[config.mk]
export PLATFORM = sky130hd
export DESIGN_NAME = instr_loader
export DESIGN_NICKNAME = d
export VERILOG_FILES = /design/src/rtl/instr_loader.sv
export SDC_FILE = /design/constraint.sdc
export NUM_CORES = 1
export LEC_CHECK = 0
export ABC_AREA = 1
export CAP_MARGIN = 20
export CORE_AREA = 2 2 102 104
export CTS_CLUSTER_DIAMETER = 50
export CTS_CLUSTER_SIZE = 10
export DETAILED_ROUTE_END_ITERATION = 8
export DIE_AREA = 0 0 104 106
export PLACE_DENSITY = 0.72
export SYNTH_ARGS = -nofsm -noshare
export SYNTH_HDL_FRONTEND = slang
export SYNTH_SLANG_ARGS = --single-unit
[constraint.sdc]
create_clock -name clk -period 4.42 [get_ports clk]
set_input_delay 0.663 -clock clk [delete_from_list [all_inputs] [get_ports clk]]
set_output_delay 0.663 -clock clk [all_outputs]
set_load 0.01 [all_outputs]
[src/rtl/instr_loader.sv]
// rtl/instr_loader.sv - boot-time byte-stream program loader for the instruction memory
//
// Accepts a big-endian stream: 16-bit word count N (high byte first), then
// N instruction words of four bytes each, MSB first. Each completed word is
// written to instruction memory at byte address 4*i, i = 0..N-1. The core is
// held in reset until the whole program has landed.
//
// Optional feature macro: LOADER_CHECKSUM_EN. When defined, one extra byte
// follows the data and must equal the XOR of all 4N data bytes.
//
// Ports:
//   clk       system clock, rising edge
//   Reset     synchronous active-high reset
//   in_valid  stream byte valid
//   in_data   stream byte
//   in_ready  loader accepts a byte this cycle
//   wr_en     one-cycle instruction-memory write strobe
//   wr_addr   word-aligned byte address of the write
//   wr_data   instruction word to write
//   cpu_reset reset to PC/core, high until the load completes
//   done      load completed (sticky until Reset)
//   error     load aborted (sticky until Reset)
module instr_loader #(
    parameter int DEPTH = 64
) (
    input  logic        clk,
    input  logic        Reset,
    input  logic        in_valid,
    input  logic [7:0]  in_data,
    output logic        in_ready,
    output logic        wr_en,
    output logic [31:0] wr_addr,
    output logic [31:0] wr_data,
    output logic        cpu_reset,
    output logic        done,
    output logic        error
);

    localparam int IW = $clog2(DEPTH) + 1;
    localparam logic [15:0] DEPTH16 = 16'(DEPTH);

    typedef enum logic [2:0] {
        LEN_HI,
        LEN_LO,
        DATA,
        CHK,
        DONE,
        ERROR
    } state_t;

    state_t          state_q, state_d;
    logic [15:0]     len_q, len_d;
    logic [IW-1:0]   idx_q, idx_d;
    logic [1:0]      bcnt_q, bcnt_d;
    logic [23:0]     word_q, word_d;
    logic [7:0]      csum_q, csum_d;
    logic            in_ready_q, in_ready_d;
    logic            wr_en_q, wr_en_d;
    logic [31:0]     wr_addr_q, wr_addr_d;
    logic [31:0]     wr_data_q, wr_data_d;
    logic            cpu_reset_q, cpu_reset_d;
    logic            done_q, done_d;
    logic            error_q, error_d;

    logic            accept;
    logic [15:0]     len_full;

    // in_ready is registered, so a transfer is judged against the value the
    // upstream saw this cycle.
    assign accept   = in_valid && in_ready_q;
    assign len_full = {len_q[15:8], in_data};

    always_comb begin
        state_d   = state_q;
        len_d     = len_q;
        idx_d     = idx_q;
        bcnt_d    = bcnt_q;
        word_d    = word_q;
        csum_d    = csum_q;
        wr_en_d   = 1'b0;
        wr_addr_d = wr_addr_q;
        wr_data_d = wr_data_q;
        done_d    = 1'b0;

        case (state_q)
            LEN_HI: begin
                if (accept) begin
                    len_d[15:8] = in_data;
                    state_d     = LEN_LO;
                end
            end
            LEN_LO: begin
                if (accept) begin
                    len_d  = len_full;
                    idx_d  = '0;
                    bcnt_d = '0;
                    csum_d = '0;
                    if (len_full == 16'd0) begin
`ifdef LOADER_CHECKSUM_EN
                        state_d = CHK;
`else
                        state_d = DONE;
                        done_d  = 1'b1;
`endif
                    end else if (len_full > DEPTH16) begin
                        state_d = ERROR;
                    end else begin
                        state_d = DATA;
                    end
                end
            end
            DATA: begin
                if (accept) begin
                    csum_d = csum_q ^ in_data;
                    word_d = {word_q[15:0], in_data};
                    bcnt_d = bcnt_q + 2'd1;
                    if (bcnt_q == 2'd3) begin
                        wr_en_d   = 1'b1;
                        wr_addr_d = {{(32-IW-2){1'b0}}, idx_q, 2'b00};
                        wr_data_d = {word_q, in_data};
                        idx_d     = idx_q + 1'b1;
                        bcnt_d    = 2'd0;
                        if ({{(16-IW){1'b0}}, idx_q} + 16'd1 == len_q) begin
                            // done is deliberately not raised on this edge:
                            // it follows one cycle after the final write.
`ifdef LOADER_CHECKSUM_EN
                            state_d = CHK;
`else
                            state_d = DONE;
`endif
                        end
                    end
                end
            end
            CHK: begin
                if (accept) begin
                    if (in_data == csum_q) begin
                        state_d = DONE;
                        done_d  = 1'b1;
                    end else begin
                        state_d = ERROR;
                    end
                end
            end
            DONE: begin
                done_d = 1'b1;
            end
            ERROR: begin
            end
            default: begin
                state_d = ERROR;
            end
        endcase

        in_ready_d  = (state_d == LEN_HI) || (state_d == LEN_LO) ||
                      (state_d == DATA)   || (state_d == CHK);
        error_d     = (state_d == ERROR);
        cpu_reset_d = !done_d;
    end

    always_ff @(posedge clk) begin
        if (Reset) begin
            state_q     <= LEN_HI;
            len_q       <= '0;
            idx_q       <= '0;
            bcnt_q      <= '0;
            word_q      <= '0;
            csum_q      <= '0;
            in_ready_q  <= 1'b0;
            wr_en_q     <= 1'b0;
            wr_addr_q   <= '0;
            wr_data_q   <= '0;
            cpu_reset_q <= 1'b1;
            done_q      <= 1'b0;
            error_q     <= 1'b0;
        end else begin
            state_q     <= state_d;
            len_q       <= len_d;
            idx_q       <= idx_d;
            bcnt_q      <= bcnt_d;
            word_q      <= word_d;
            csum_q      <= csum_d;
            in_ready_q  <= in_ready_d;
            wr_en_q     <= wr_en_d;
            wr_addr_q   <= wr_addr_d;
            wr_data_q   <= wr_data_d;
            cpu_reset_q <= cpu_reset_d;
            done_q      <= done_d;
            error_q     <= error_d;
        end
    end

    assign in_ready  = in_ready_q;
    assign wr_en     = wr_en_q;
    assign wr_addr   = wr_addr_q;
    assign wr_data   = wr_data_q;
    assign cpu_reset = cpu_reset_q;
    assign done      = done_q;
    assign error     = error_q;

endmodule
# [Word level (Yosys, flattened, before mapping)]
# Index checks and enable logic that the tools add are counted.
[classes] addsub=3 magnitude_cmp=1 n_eq_ne=15 muxes=29 n_bitwise=4 reduce_logical=17
[op_table] op="$pmux W8 S2" n=2
[op_table] op="$mux W3" n=8
[op_table] op="$mux W8" n=3
[op_table] op="$mux W7" n=3
[op_table] op="$eq A8 B16 Y1" n=1
[op_table] op="$gt A16 B7 Y1 const B" n=1
[op_table] op="$logic_not A16 Y1" n=1
[op_table] op="$pmux W3 S5" n=1
[op_table] op="$pmux W7 S2" n=1
[op_table] op="$eq A3 B2 Y1 const B" n=4
[op_table] op="$eq A3 B3 Y1 const B" n=3
[op_table] op="$reduce_and A3 Y1" n=3
[op_table] op="$add A7 B1 Y8 const B" n=1
[op_table] op="$eq A8 B8 Y1" n=1
[op_table] op="$xor A8 B8 Y8" n=1
[op_table] op="$add A7 B1 Y7 const B" n=1
[op_table] op="$eq A3 B1 Y1 const B" n=2
[op_table] op="$logic_not A3 Y1" n=2
[op_table] op="$mux W1" n=6
[op_table] op="$mux W2" n=3
[op_table] op="$ne A2 B2 Y1 const B" n=3
[op_table] op="$pmux W2 S2" n=1
[op_table] op="$reduce_and A2 Y1" n=2
[op_table] op="$reduce_and A4 Y1" n=1
[op_table] op="10 further kinds" n=14
[word_totals] reg_bits=104 inputBits=11 out_inout_bits=69 word_cells=83

# [Logic depth before layout (Yosys ltp)]
# Gate-level depths: netlist of run 1.
[depth] ltp_word=10 mapped_depth=13 mapped_depth_nobuf=13

# [Worst setup path before layout of run 1]
# No wires, ideal clock.
[synth_timing] path_type="input -> register" startpoint="input in_valid" endpoint="register csum_q[0]" setup_time_ns=0.116 t_arrival_ns=1.684 t_required_ns=4.304 setup_slack_ns=2.620 stages=8 path_buffers=1 cell_sequence="nand2_1 > inv_1 > nand2_2 > inv_1 > nor2_4 > inv_1 > buf_4 > o211a_1"
[synth_via] elab_chain_len=3 word_cells_on_any_way=4 classes_between="eq/ne: 2; reduce/logical: 2"
[synth_rtl] item="start, declared" line="28" source="input logic in_valid,"
[synth_rtl] item="$logic_and A1 B1 Y1 *" line="70" source="assign accept = in_valid && in_ready_q;"
[synth_rtl] item="$ne A2 B2 Y1 (no line)"
[synth_rtl] item="$reduce_and A3 Y1 (no line) *"
[synth_rtl] item="end signal, assigned" line="182" source="csum_q <= csum_d;"
[synth_rtl] item="end, declared" line="56" source="logic [7:0] csum_q, csum_d;"
# Mark *: on every way between the ends. The rest lies on a longest branch, timed or not.
# A chain may end at the register's enable or synchronous reset.

# [Worst setup path after layout of run 1]
[layout_timing] startpoint="input in_valid" endpoint="register wr_data_q[2], in the netlist wr_data[2]"
[layout_via] elab_chain_len=2
[layout_rtl] item="$logic_and A1 B1 Y1" line="70"
[layout_rtl] item="$reduce_and A3 Y1 (no line)"
[layout_rtl] item="end signal, assigned" line="186" source="wr_data_q <= wr_data_d;"
[layout_rtl] item="end, declared" line="60" source="logic [31:0] wr_data_q, wr_data_d;"
# Every way passes these cells.

==> impl_metrics.xml, run 1 <==
<?xml version="1.0" encoding="UTF-8"?>
<metrics>
  <group name="setup_path">
    <metric name="worst-r2r-cell-count" unit="">8</metric>
    <metric name="worst_setup_path_end_kind" unit="">flop</metric>
    <metric name="worst_ep_required_time" unit="ns">4.72</metric>
    <metric name="critPathTopFamily" unit="">buffers and inverters</metric>
    <metric name="timing.critical_path.fanout_max" unit="">35</metric>
    <metric name="critical_path.n_buffers_inverters" unit="">4</metric>
    <metric name="rr_endpoint" unit="">wr_data[2]</metric>
    <metric name="reg2reg_setup_slack" unit="ns">1.77</metric>
    <metric name="critical_path.max_stage_delay" unit="ns">0.54</metric>
    <metric name="worstSetupPathType" unit="">input port to flop</metric>
    <metric name="cp_slowest_cell" unit="">sky130_fd_sc_hd__nor2_4</metric>
    <metric name="cp_cell_sequence" unit="">clkdlybuf4s50_1, nand2_1, inv_1, nand2_4, nor2_4, inv_2, nor2_4, inv_2, o21ai_0</metric>
    <metric name="r2r_start" unit="">state_q[1]</metric>
    <metric name="critical_path_arrival" unit="ns">3.18</metric>
    <metric name="start_kind" unit="">input port</metric>
  </group>
  <group name="pwr">
    <metric name="sequentialPowerShare" unit="%">58.5</metric>
    <metric name="power_density" unit="mW/mm2">325</metric>
    <metric name="p_switching" unit="uW">436</metric>
    <metric name="power.share.clock" unit="%">34.8</metric>
    <metric name="cell_internal_pwr" unit="uW">1210</metric>
    <metric name="leakage_power" unit="uW">0.00201</metric>
    <metric name="finalPower" unit="uW">1640</metric>
    <metric name="p_comb_share" unit="%">6.7</metric>
    <metric name="vdd_ir_drop_max" unit="mV">0.147</metric>
    <metric name="p_sw_share" unit="%">26.6</metric>
  </group>
  <group name="timing">
    <metric name="rsz0062_at_grt" unit="">false</metric>
    <metric name="hold_viol" unit="">0</metric>
    <metric name="clock_skew" unit="ns">0.00725</metric>
    <metric name="final_max_slew_viol_count" unit="">0</metric>
    <metric name="setup_viol" unit="">0</metric>
    <metric name="timing.max_slew.rel_slack" unit="%">46.2</metric>
    <metric name="setup-tns-final" unit="ns">0</metric>
    <metric name="max_slew.worst_pin.slew" unit="ns">0.805</metric>
    <metric name="finalCritPeriodShare" unit="%">65.1</metric>
    <metric name="min_period" unit="ns">2.88</metric>
    <metric name="achievable-frequency" unit="GHz">0.347</metric>
    <metric name="fin_worst_hold_slack" unit="ns">0.472</metric>
  </group>
  <group name="placed_design">
    <metric name="place.gp.congestion" unit="">0.826</metric>
    <metric name="placed_area" unit="mm2">0.00486</metric>
    <metric name="hpwl" unit="mm">6.75</metric>
    <metric name="port-buffer-count" unit="">54</metric>
  </group>
  <group name="clock_network">
    <metric name="cts_max_level" unit="">3</metric>
    <metric name="tritoncts_clock_tree" unit="">built</metric>
    <metric name="cts_buffers" unit="">9</metric>
    <metric name="cts.root.buffer_cell" unit="">sky130_fd_sc_hd__clkbuf_8</metric>
    <metric name="clk_pin_slew_worst_paths" unit="ns">0.10</metric>
    <metric name="cts_hold_buffers" unit="">0</metric>
    <metric name="clk-insertion-delay-late" unit="ns">0.38</metric>
    <metric name="max-clock-path-buffers" unit="">2</metric>
    <metric name="number_of_gates_given_a_new_drive_strength_after_cts" unit="">0</metric>
    <metric name="clock_sink_count" unit="">104</metric>
    <metric name="cts_setup_buffers" unit="">0</metric>
  </group>
  <group name="grt">
    <metric name="first_global_vias" unit="">3371</metric>
    <metric name="antenna_found_initial" unit="">0</metric>
    <metric name="grt_overflow_total" unit="">0</metric>
    <metric name="grt_start_max_net_pins" unit="">36</metric>
    <metric name="grt_pass1_wl" unit="mm">15.8</metric>
    <metric name="grt.total_usage" unit="%">17.5</metric>
  </group>
  <group name="floorplan">
    <metric name="placementRows" unit="">37</metric>
    <metric name="core_area" unit="mm2">0.0100</metric>
    <metric name="chipWidth" unit="um">104</metric>
    <metric name="floorplan.io_pins" unit="">80</metric>
    <metric name="die_outline_height" unit="um">106</metric>
    <metric name="fp.dieArea" unit="mm2">0.0110</metric>
    <metric name="effective_utilization_at_floorplan" unit="%">43.4</metric>
  </group>
  <group name="min_path">
    <metric name="hold_class" unit="">flop to flop</metric>
    <metric name="min-delay-start" unit="">len_q[7]</metric>
    <metric name="hold_path_end" unit="">len_q[7]</metric>
    <metric name="hold_path_depth" unit="">2</metric>
  </group>
  <group name="layout">
    <metric name="final_nets" unit="">612</metric>
    <metric name="area_growth" unit="%">16.2</metric>
    <metric name="final_core_util" unit="%">50.4</metric>
    <metric name="n_antenna_cell" unit="">0</metric>
    <metric name="post_route_cells_drive_above_1_share" unit="%">5.13</metric>
    <metric name="final_design_area_no_fill" unit="mm2">0.00504</metric>
  </group>
  <group name="synthesis">
    <metric name="yosys_reg_bits" unit="">104</metric>
    <metric name="synth.lib_cells_used.distinct" unit="">32</metric>
    <metric name="async_reset_ff_share" unit="%">0</metric>
    <metric name="post_synth_instance_area" unit="mm2">0.00434</metric>
    <metric name="syn-mean-instance-area" unit="um2">7.77</metric>
    <metric name="synth-main-ff-cell" unit="">sky130_fd_sc_hd__dfxtp_1</metric>
    <metric name="synth.yosys.warnings" unit="">0</metric>
    <metric name="mapped_cells" unit="">558</metric>
    <metric name="synth-edff-count" unit="">0</metric>
    <metric name="synth_sequential_area_ratio" unit="%">48.0</metric>
  </group>
  <group name="detailed_routing">
    <metric name="drtIter0Drc" unit="">173</metric>
    <metric name="vias" unit="">3581</metric>
    <metric name="number_of_vias_per_cell" unit="">4.84</metric>
    <metric name="antenna_violating_nets_post_route" unit="">0</metric>
    <metric name="drtPass1Iterations" unit="">4</metric>
    <metric name="drt-wirelength-per-cell" unit="um">12.7</metric>
    <metric name="finalWirelength" unit="mm">9.38</metric>
    <metric name="remaining_design_rule_violation_count" unit="">0</metric>
  </group>
  <group name="job">
    <metric name="maxCapViolations" unit="">0</metric>
  </group>
  <group name="run_status">
    <metric name="status" unit="">complete, no violations</metric>
  </group>
</metrics>
-- layer usage --
| layer | vias to the layer above | global-route usage, % | share of wire, % | wire length [um] |
|---|---|---|---|---|
| met5 | - | 0 | 0 | 0 |
| met2 | 90 | 28.8 | 45 | 4230 |
| met1 | 1621 | 22.7 | 49 | 4580 |
| met4 | 0 | 6.95 | 1.6 | 149 |
| met3 | 13 | 3.37 | 4.5 | 425 |
| li1 | 1857 | - | - | - |
-- state kept, by name (all words and copies together) (netlist names) --
| register | cells |
|---|---|
| error | 1 |
| csum_q | 8 |
| state_q | 3 |
| wr_en | 1 |
| bcnt_q | 2 |
| idx_q | 7 |
| in_ready | 1 |
| word_q | 24 |
| wr_addr | 7 |
| cpu_reset | 1 |
| wr_data | 32 |
| done | 1 |
| len_q | 16 |
-- tightest hold or removal path, cell delays in order, from the launching register on --
cell and delay (ns):
sky130_fd_sc_hd__dfxtp_1 0.32, sky130_fd_sc_hd__inv_1 0.06, sky130_fd_sc_hd__a21oi_1 0.05
-- kinds of logic (layout without fill, tap and decap cells) --
family | Yosys count | in the layout | share of synthesized area (%)
flip-flops | 104 | 104 | 48.0
AO/OA/AOI/OAI | 155 | 155 | 19.2
adder cells (fa/ha/maj) | 2 | 2 | 0.577
other | 1 | 25 | 0.0864
XOR/XNOR | 8 | 8 | 1.62
AND/OR/NAND/NOR | 166 | 166 | 17.4
buffers and inverters | 122 | 144 | 13.2
-- worst max-delay path by stage --
stage / startpoint / end / slack [ns] / cells after the start
4_1_cts: in_valid / wr_data[2] / 1.55 / 9
6_report: in_valid / wr_data[2] / 1.54 / 9
2_1_floorplan: in_valid / csum_q[0] / 2.62 / 8
3_5_place_dp: in_valid / wr_data[2] / 1.15 / 9
5_1_grt: in_valid / wr_data[3] / 1.29 / 9
3_3_place_gp: in_valid / wr_data[1] / 1.26 / 9
-- through the flow --
| stage | cells | worst slack, ns |
|---|---|---|
| 2_1_floorplan | 582 | 2.62 |
| 3_3_place_gp | 724 | 1.26 |
| 3_5_place_dp | 724 | 1.15 |
| 4_1_cts | 740 | 1.55 |
| 5_1_grt | 740 | 1.29 |
| 6_report | 740 | 1.54 |
-- Yosys cell counts (all sizes together), types with 2 or more instances --
library cell | count | area, um2
nor3 | 7 | 51.3
xor2 | 2 | 17.5
nand4 | 4 | 25.0
buf | 37 | 251
xnor2 | 6 | 52.6
inv | 70 | 263
o211a | 6 | 60.1
a21oi | 51 | 255
ha | 2 | 25.0
dfxtp | 104 | 2080
nand2 | 57 | 224
clkbuf | 14 | 52.6
o21ai | 87 | 435
a211oi | 8 | 60.1
nand3 | 45 | 225
nor2 | 51 | 214
-- power by group through the flow --
stage | sequential, uW | combinational, uW | clock, uW
final | 961 | 110 | 571
after global routing | 963 | 126 | 621
after CTS | 961 | 110 | 581
after detailed placement | 982 | 110 | 0
after global placement | 981 | 106 | 0
after floorplan | 981 | 91.9 | 0
-- cell usage in the layout (no fill, tap or decap), drive strengths merged --
master         count
xor2               2
clkdlybuf4s50     54
dfxtp            104
ha                 2
buf                3
clkbuf             9
nand3             45
or2                1
nand2             57
conb              25
a211oi             8
o211a              6
clkinvlp           1
inv               74
xnor2              6
o31ai              1
nor2              51
clkinv             3
o22ai              1
a21oi             51
nor3               7
nand3b             1
nand4              4
o21ai             87
o21bai             1
-- final cells by class --
cell class	count	area, um2
Clock inverter	7	61.3
Tap cell	136	170
Clock buffer	9	124
Multi-Input combinational cell	356	1770
Inverter	71	268
Fill cell	986	4960
Timing Repair Buffer	57	563
Sequential cell	104	2080
(Power assumes the default switching activity.)
==> run 2, diff against run 1 <==
clock period = 2.8 ns   (was 4.42 ns; I/O delays follow)
==> run 2 against run 1 <==
  * Flip-flop and latch count stayed put
  * Highest routed layer unchanged
  * Hold slack improved by 0.0051 ns
  * Sequential share of layout area shrank 0.37 points
  * Routed wire length grew 0.50%
  * Via count up 2.6%
  * Non-clock buffer count grew 6
  * Critical endpoint unchanged
  * Global-route usage shrank 0.14 points
==> impl_metrics.xml, run 2 (synthesized netlist as in run 1, its figures left out) <==
<?xml version="1.0" encoding="UTF-8"?>
<metrics>
  <group name="clock_network">
    <metric name="tritoncts_clock_tree" unit="">built</metric>
    <metric name="cts.root.buffer_cell" unit="">sky130_fd_sc_hd__clkbuf_8</metric>
    <metric name="clk-insertion-delay-late" unit="ns">0.38</metric>
    <metric name="cts_hold_buffers" unit="">0</metric>
    <metric name="clk_pin_slew_worst_paths" unit="ns">0.10</metric>
    <metric name="number_of_gates_given_a_new_drive_strength_after_cts" unit="">0</metric>
    <metric name="cts_setup_buffers" unit="">0</metric>
    <metric name="clock_sink_count" unit="">104</metric>
    <metric name="cts_max_level" unit="">3</metric>
    <metric name="cts_buffers" unit="">9</metric>
    <metric name="max-clock-path-buffers" unit="">2</metric>
  </group>
  <group name="layout">
    <metric name="final_design_area_no_fill" unit="mm2">0.00509</metric>
    <metric name="final_nets" unit="">618</metric>
    <metric name="most_common_cell_after_layout_fill_and_taps_aside" unit="">sky130_fd_sc_hd__dfxtp_1</metric>
    <metric name="final_cell_mix" unit="">sky130_fd_sc_hd__dfxtp_1 (104), sky130_fd_sc_hd__inv_1 (67), sky130_fd_sc_hd__o21ai_0 (67)</metric>
    <metric name="post_route_cells_drive_above_1_share" unit="%">5.90</metric>
    <metric name="largest_register_ff_count" unit="">32</metric>
    <metric name="area_growth" unit="%">17.3</metric>
    <metric name="n_antenna_cell" unit="">0</metric>
    <metric name="non_filler_cells_final" unit="">746</metric>
  </group>
  <group name="placed_design">
    <metric name="hpwl" unit="mm">6.81</metric>
    <metric name="placed_area" unit="mm2">0.00490</metric>
    <metric name="port-buffer-count" unit="">54</metric>
    <metric name="dpl.cell_count" unit="">730</metric>
    <metric name="place.gp.congestion" unit="">0.821</metric>
  </group>
  <group name="floorplan">
    <metric name="die_outline_height" unit="um">106</metric>
    <metric name="fp.dieArea" unit="mm2">0.0110</metric>
    <metric name="floorplan.io_pins" unit="">80</metric>
    <metric name="placementRows" unit="">37</metric>
    <metric name="chipWidth" unit="um">104</metric>
    <metric name="core_area" unit="mm2">0.0100</metric>
    <metric name="effective_utilization_at_floorplan" unit="%">43.4</metric>
  </group>
  <group name="detailed_routing">
    <metric name="vias" unit="">3673</metric>
    <metric name="finalWirelength" unit="mm">9.43</metric>
    <metric name="number_of_vias_per_cell" unit="">4.92</metric>
    <metric name="antenna_violating_nets_post_route" unit="">0</metric>
    <metric name="drt-wirelength-per-cell" unit="um">12.6</metric>
    <metric name="remaining_design_rule_violation_count" unit="">0</metric>
    <metric name="drtPass1Iterations" unit="">4</metric>
    <metric name="drtIter0Drc" unit="">237</metric>
  </group>
  <group name="timing">
    <metric name="hold_viol" unit="">0</metric>
    <metric name="timing.max_slew.rel_slack" unit="%">61.1</metric>
    <metric name="min_period" unit="ns">2.07</metric>
    <metric name="finalCritPeriodShare" unit="%">73.8</metric>
    <metric name="final_max_slew_viol_count" unit="">0</metric>
    <metric name="setup_viol" unit="">0</metric>
    <metric name="achievable-frequency" unit="GHz">0.484</metric>
    <metric name="clock_skew" unit="ns">0.0120</metric>
    <metric name="max_slew.worst_pin.slew" unit="ns">0.582</metric>
    <metric name="setup-tns-final" unit="ns">0</metric>
    <metric name="rsz0062_at_grt" unit="">false</metric>
  </group>
  <group name="run_status">
    <metric name="status" unit="">complete, no violations</metric>
  </group>
  <group name="setup_path">
    <metric name="reg2reg_setup_slack" unit="ns">0.73</metric>
    <metric name="worst_ep_required_time" unit="ns">3.10</metric>
    <metric name="timing.critical_path.fanout_max" unit="">34</metric>
    <metric name="critical_path_arrival" unit="ns">2.37</metric>
    <metric name="worstSetupPathType" unit="">flop to flop</metric>
    <metric name="start_kind" unit="">flop</metric>
    <metric name="worst_setup_path_end_kind" unit="">flop</metric>
  </group>
  <group name="pwr">
    <metric name="power_density" unit="mW/mm2">512</metric>
    <metric name="vdd_ir_drop_max" unit="mV">0.228</metric>
    <metric name="leakage_power" unit="uW">0.00204</metric>
  </group>
  <group name="grt">
    <metric name="antenna_found_initial" unit="">0</metric>
    <metric name="grt_overflow_total" unit="">0</metric>
    <metric name="grt_pass1_wl" unit="mm">15.6</metric>
    <metric name="grt.total_usage" unit="%">17.3</metric>
    <metric name="grt_start_max_net_pins" unit="">35</metric>
    <metric name="first_global_vias" unit="">3271</metric>
  </group>
  <group name="job">
    <metric name="maxCapViolations" unit="">0</metric>
  </group>
  <group name="min_path">
    <metric name="hold_class" unit="">flop to flop</metric>
  </group>
</metrics>
[run 2: changes by cell type in the layout (fill, tap and decap cells not counted)]
cell | before | now
sky130_fd_sc_hd__clkinvlp_4 | 1 | 0
sky130_fd_sc_hd__clkbuf_1 | 0 | 1
sky130_fd_sc_hd__clkinv_2 | 2 | 1
sky130_fd_sc_hd__buf_4 | 3 | 9
sky130_fd_sc_hd__inv_6 | 2 | 3
[run 2: through the flow]
stage          hold slack, ns  total power, uW  setup slack [ns]  utilization [%]
5_1_grt                 0.500             2710             0.517             50.9
4_1_cts                 0.477             2620             0.736             50.9
2_1_floorplan           0.441             1690              1.24                -
6_report                0.477             2600             0.733             50.9
3_3_place_gp            0.456             1720             0.413             49.0
3_5_place_dp            0.463             1730             0.383             49.0
[run 2: path summary, 6_finish.rpt]
| check | from | to | cells after the start |
|---|---|---|---|
| min | len_q[4] | len_q[4] | 2 |
| max reg2reg | state_q[1] | wr_data[2] | 8 |
| max | state_q[1] | wr_data[2] | 8 |
| min reg2reg | len_q[4] | len_q[4] | 2 |
[run 2: layout make-up]
class,instances,area (um2)
Multi-Input combinational cell,356,1770
Inverter,71,268
Clock inverter,6,57.6
Sequential cell,104,2080
Fill cell,966,4910
Clock buffer,10,128
Tap cell,136,170
Timing Repair Buffer,63,608
[run 2: per-layer routing]
layer  vias up  track usage, %  wire, um
li1       1873               -         -
met1      1679            23.9      4620
met2       109            26.9      4150
met3        12            3.74       512
met4         0            6.08       139
met5         -               0         0
[run 2: worst max-delay path: stages, from the launching register on]
cell                      delay (ns)
sky130_fd_sc_hd__dfxtp_1        0.39
sky130_fd_sc_hd__inv_1          0.10
sky130_fd_sc_hd__nor3_4         0.31
sky130_fd_sc_hd__nand2_4        0.27
sky130_fd_sc_hd__nor2_4         0.32
sky130_fd_sc_hd__inv_2          0.14
sky130_fd_sc_hd__nor2_4         0.11
sky130_fd_sc_hd__inv_2          0.16
sky130_fd_sc_hd__o21ai_0        0.19
[run 2: power breakdown]
group / internal, uW / switching [uW]
logic: 60.2 / 120
registers: 1500 / 13.6
clock network: 348 / 558
